[src/rtl/signed_hex_display_pkg.sv]
// Shared constants for the signed hex display: active-low segment patterns,
// anode encoding and the digit-scan state type.
package signed_hex_display_pkg;

   localparam int DIGIT_IDX_W = 2;

   localparam logic [6:0] SEG_BLANK = 7'b1111111;
   localparam logic [6:0] SEG_MINUS = 7'b0111111;
   localparam logic [3:0] AN_OFF    = 4'b1111;

   // Active-low {g,f,e,d,c,b,a} patterns indexed by nibble value 0..F
   localparam logic [6:0] HEX_SEG [0:15] = '{
      7'b1000000, 7'b1111001, 7'b0100100, 7'b0110000,
      7'b0011001, 7'b0010010, 7'b0000010, 7'b1111000,
      7'b0000000, 7'b0010000, 7'b0001000, 7'b0000011,
      7'b1000110, 7'b0100001, 7'b0000110, 7'b0001110
   };

   typedef enum logic [DIGIT_IDX_W-1:0] {
      D0 = 2'd0,
      D1 = 2'd1,
      D2 = 2'd2,
      D3 = 2'd3
   } digit_t;

   function automatic logic [3:0] anode_sel(input digit_t d);
      return ~(4'b0001 << d);
   endfunction

endpackage

[src/rtl/signed_hex_display_hex_to_seg7.sv]
// Combinational nibble to active-low seven-segment decoder.
module hex_to_seg7
   import signed_hex_display_pkg::*;
(
   input  logic [3:0] nibble,
   output logic [6:0] seg
);

   assign seg = HEX_SEG[nibble];

endmodule

[src/rtl/signed_hex_display.sv]
// Captures a sign/magnitude result and scans it across a 4-digit
// common-anode display: '-' on digit3, hex value on digits1:0, dp0 = overflow.
module signed_hex_display
   import signed_hex_display_pkg::*;
#(
   parameter int REFRESH_CYCLES = 100000,
   parameter bit BLANK_LZ       = 1'b1
) (
   input  logic       clk,
   input  logic       reset,
   input  logic       load,
   input  logic [7:0] mag,
   input  logic       neg,
   input  logic       ovfl,
   output logic [3:0] an,
   output logic [6:0] seg,
   output logic       dp
);

   localparam int CNT_W = $clog2(REFRESH_CYCLES);
   localparam logic [CNT_W-1:0] CNT_LAST = CNT_W'(REFRESH_CYCLES - 1);

   logic [CNT_W-1:0] refresh_cnt;
   logic             tick;
   digit_t           digit;
   logic [7:0]       cap_mag;
   logic             cap_neg;
   logic             cap_ovfl;
   logic [3:0]       nibble;
   logic [6:0]       hex_seg;
   logic [6:0]       seg_next;
   logic             dp_next;

   assign tick = (refresh_cnt == CNT_LAST);

   // load is level-sampled, so a held strobe keeps refreshing the capture
   always_ff @(posedge clk) begin
      if (reset) begin
         cap_mag  <= 8'd0;
         cap_neg  <= 1'b0;
         cap_ovfl <= 1'b0;
      end else if (load) begin
         cap_mag  <= mag;
         cap_neg  <= neg;
         cap_ovfl <= ovfl;
      end
   end

   assign nibble = (digit == D1) ? cap_mag[7:4] : cap_mag[3:0];

   hex_to_seg7 u_hex_to_seg7 (
      .nibble (nibble),
      .seg    (hex_seg)
   );

   always_comb begin
      seg_next = SEG_BLANK;
      dp_next  = 1'b1;
      unique case (digit)
         D0: begin
            seg_next = hex_seg;
            dp_next  = ~cap_ovfl;
         end
         D1: seg_next = (BLANK_LZ && (cap_mag[7:4] == 4'd0)) ? SEG_BLANK : hex_seg;
         D2: seg_next = SEG_BLANK;
         D3: seg_next = cap_neg ? SEG_MINUS : SEG_BLANK;
         default: seg_next = SEG_BLANK;
      endcase
   end

   // Outputs come from the current index, so they trail the scan state by one cycle
   always_ff @(posedge clk) begin
      if (reset) begin
         refresh_cnt <= '0;
         digit       <= D0;
         an          <= AN_OFF;
         seg         <= SEG_BLANK;
         dp          <= 1'b1;
      end else begin
         if (tick) begin
            refresh_cnt <= '0;
            unique case (digit)
               D0: digit <= D1;
               D1: digit <= D2;
               D2: digit <= D3;
               D3: digit <= D0;
               default: digit <= D0;
            endcase
         end else begin
            refresh_cnt <= refresh_cnt + 1'b1;
         end
         an  <= anode_sel(digit);
         seg <= seg_next;
         dp  <= dp_next;
      end
   end

endmodule

[config.mk]
export PLATFORM = sky130hd
export DESIGN_NAME = signed_hex_display
export DESIGN_NICKNAME = d
export VERILOG_FILES = /design/src/rtl/signed_hex_display_pkg.sv /design/src/rtl/signed_hex_display_hex_to_seg7.sv /design/src/rtl/signed_hex_display.sv
export SDC_FILE = /design/constraint.sdc
export NUM_CORES = 1
export LEC_CHECK = 0
export CAP_MARGIN = 25
export CELL_PAD_IN_SITES_DETAIL_PLACEMENT = 1
export CELL_PAD_IN_SITES_GLOBAL_PLACEMENT = 2
export CORE_UTILIZATION = 30
export DETAILED_ROUTE_END_ITERATION = 16
export MAX_ROUTING_LAYER = met4
export PLACE_DENSITY_LB_ADDON = 0.1
export SLEW_MARGIN = 5
export SYNTH_ARGS = -nofsm -noshare
export SYNTH_HDL_FRONTEND = slang
export SYNTH_SLANG_ARGS = --single-unit
[constraint.sdc]
create_clock -name clk -period 2.6 [get_ports clk]
set_input_delay 0.65 -clock clk [delete_from_list [all_inputs] [get_ports clk]]
set_output_delay 0.65 -clock clk [all_outputs]
set_load 0.005 [all_outputs]
==> results.md <==
* Status: completed
* CP Cell Sequence: inv_1 -> ha_1 -> mux2_2 -> ha_1 -> nor2b_1 -> o32ai_1 -> a221oi_1 -> o211ai_1
* Seq cells post-synth at 41
* Net count after synthesis at between 200 and 300
* Synth cell types at 44
* PwrDens at about 530 nW/um^2
* # placed instances at approximately 330
* Synth Warn # at 0
* CP Class: flop to flop
* Net switching power at between 300 and 400 uW
* Row Count at 30
* Skew final at 0.00523 ns
* DRT antenna net count at 0
* Worst-Margin Slew at around 0.49 ns
* CTS tree: yes
* Vias in the first global route at 1732
* Gpl congestion at 0.780
* Final net count at ~290
* Clock Root Buffer: clkbuf_8
* Syn_area_per_cell at approximately 8.9 um^2
* DR iter-0 viols at 48
* DR DRC count at 0
* Worst Hold Class: flop to flop
* RSZ-0062 raised after global routing: false
* Final TNS setup at 0 ns
* Drt wl/cell at 15.0 um
* Slew Limit Fails at 0
* Min Tclk post-route at about 2.3 ns
* Max IR drop VDD at roughly 0.00018 V
* Commonest non-fill, non-tap cell in the layout: dfxtp_1
* Hold buffers post-CTS at 0
* Crit start category: flop
* Flop pwr share at 0.498
* Initial Util at 0.309
* Req. time, crit path at about 2.8 ns
* Max incr delay on CP at between 0.4 and 0.5 ns
* Crit path max fanout at 6
* Die width at ~85 um
* Hold Fails Final Rpt at 0
* CORE AREA at between 6000 and 7000 um^2
* Total iterations of the first detailed-routing run at 4
* Net Sw Frac at 0.232
* Ant diodes at 0
* Slew HR at 0.675
* Die H at approximately 85 um
* Commonest cells after routing, fill and taps aside: 41 x dfxtp_1, 32 x nor2_1, 24 x clkdlybuf4s50_1
* Final HPWL DP at 3.81 mm
* Routed vias/inst at slightly above 5
* Max Cap Viol at 0
* Fin cells at 342
* CP most frequent cell: ha_1
* Final setup fails at 0
* DIE AREA at 7290 um^2
* Cts bufs inserted at 5
* CP Capture Type: flop
* Main synth FF type: dfxtp_1
* Synth Instances at 234
* Period utilisation layout at 0.868
* Async SR Flop Fraction at 0
* Seq/Total Area, Yosys at 0.393
* Leakage at approximately 0.97 nW
* Setup Buffers After CTS at 0
* Bufs on Longest Clock Path at 2
* # port buffers at 24
* Clk slew on worst S/H paths at around 0.080 ns
* Antenna violations before repair at 0
* Grt total ovfl at 0
* Slowest CP cell: mux2_2
* Max Fclk at around 440 MHz
* CTS Sinks at approximately 40
* EDFF count, synth at 0
* H-tree levels at 2
* # IOs at 25
* Gate power share at 0.105
* Routed wire length at ~5.1 mm
* Clock Latency Late Sink at between 0.2 and 0.3 ns
* Total GRT Usage at 0.157
* Vias at around 1700
* Clk pwr share at 0.397
* Syn Std Cell Area at between 2000 and 2500 um^2
* CTS resizes at 0
* Worst path arrival time at roughly 2.4 ns
* Internal power at approximately 1.0 mW
* Largest net degree at the start of global routing at 18
* Area Overhead vs Synth at 21.7%
* Layout cells sized above 1 at 0.0840
* First-pass GRT wire length at a little under 9 mm
-- power by group through the flow --
stage                     logic, mW  registers [mW]  clock network, mW
after floorplan              0.0872           0.678                  0
after global placement        0.144           0.691                  0
after detailed placement      0.145           0.691                  0
after CTS                     0.146           0.676              0.562
after global routing          0.159           0.680              0.591
final                         0.143           0.676              0.539
-- worst max-delay path, delay by kind of cell (launching register included) --
family,cells,cell delay [ns]
AOI/OAI and AO/OA,3,0.51
adders and majority gates,2,0.61
DFF,1,0.34
buffers and inverters,1,0.10
muxes,1,0.43
and+or+nand+nor,1,0.14
-- registers in the layout, indices dropped and copies added (netlist names) --
signal / cells
dp: 1
cap_neg: 1
seg: 7
cap_ovfl: 1
refresh_cnt: 17
cap_mag: 8
digit: 2
an: 4
-- logic make-up (layout without fill, tap and decap cells) --
family / after synthesis / in the layout / synth area share
and+or+nand+nor: 88 / 88 / 0.214
DFF: 41 / 41 / 0.393
buffers and inverters: 22 / 50 / 0.0486
adders and majority gates: 12 / 12 / 0.0719
muxes: 17 / 17 / 0.0833
xor gates and xnor gates: 15 / 15 / 0.0630
AOI/OAI and AO/OA: 39 / 39 / 0.126
-- cells in the mapped netlist (4+ instances only) --
| library cell | number | area share |
|---|---|---|
| or3_1 | 4 | 0.012 |
| o211ai_1 | 4 | 0.014 |
| dfxtp_1 | 41 | 0.39 |
| inv_1 | 9 | 0.016 |
| nand4_1 | 7 | 0.021 |
| xor2_1 | 14 | 0.059 |
| nand3_1 | 8 | 0.019 |
| a21oi_1 | 10 | 0.024 |
| nor2_1 | 32 | 0.058 |
| ha_1 | 12 | 0.072 |
| o21ai_0 | 9 | 0.022 |
| nand2_1 | 14 | 0.025 |
| buf_2 | 6 | 0.014 |
| mux2i_1 | 14 | 0.067 |
| and4_1 | 4 | 0.017 |
-- worst paths after layout --
kind	from	end	slack, ns	cells after the start
worst max-delay path	digit[1]	seg[3]	0.34	8
worst min-delay path	cap_ovfl	dp	0.42	1
worst max register to register	digit[1]	seg[3]	0.34	8
worst min register to register	cap_ovfl	dp	0.42	1
-- metrics by stage --
stage	instance area [um^2]	hold slack, ns	total power [mW]	setup slack [ns]	util
detailed placement	2420	0.402	0.836	0.367	0.359
finish	2540	0.419	1.36	0.344	0.376
floorplan	2090	0.367	0.766	0.141	-
CTS	2540	0.425	1.38	0.317	0.376
global placement	2420	0.401	0.835	0.428	0.359
global route	2540	0.438	1.43	0.168	0.376
-- metal layers --
metal	up-vias	wire, um	track usage
met1	822	2430	0.185
met4	0	44	0.0409
met2	24	2530	0.270
met5	-	0	-
met3	5	133	0.0350
li1	873	-	-
-- layout make-up --
type                            count  area, um^2
Tap cell                           80         100
Clock buffer                        7        86.3
Fill cell                         827        4220
Clock inverter                      1        30.0
Multi-Input combinational cell    171        1160
Timing Repair Buffer               32         300
Sequential cell                    41         821
Inverter                           10        37.5
Power figures use the tool's default switching activity.
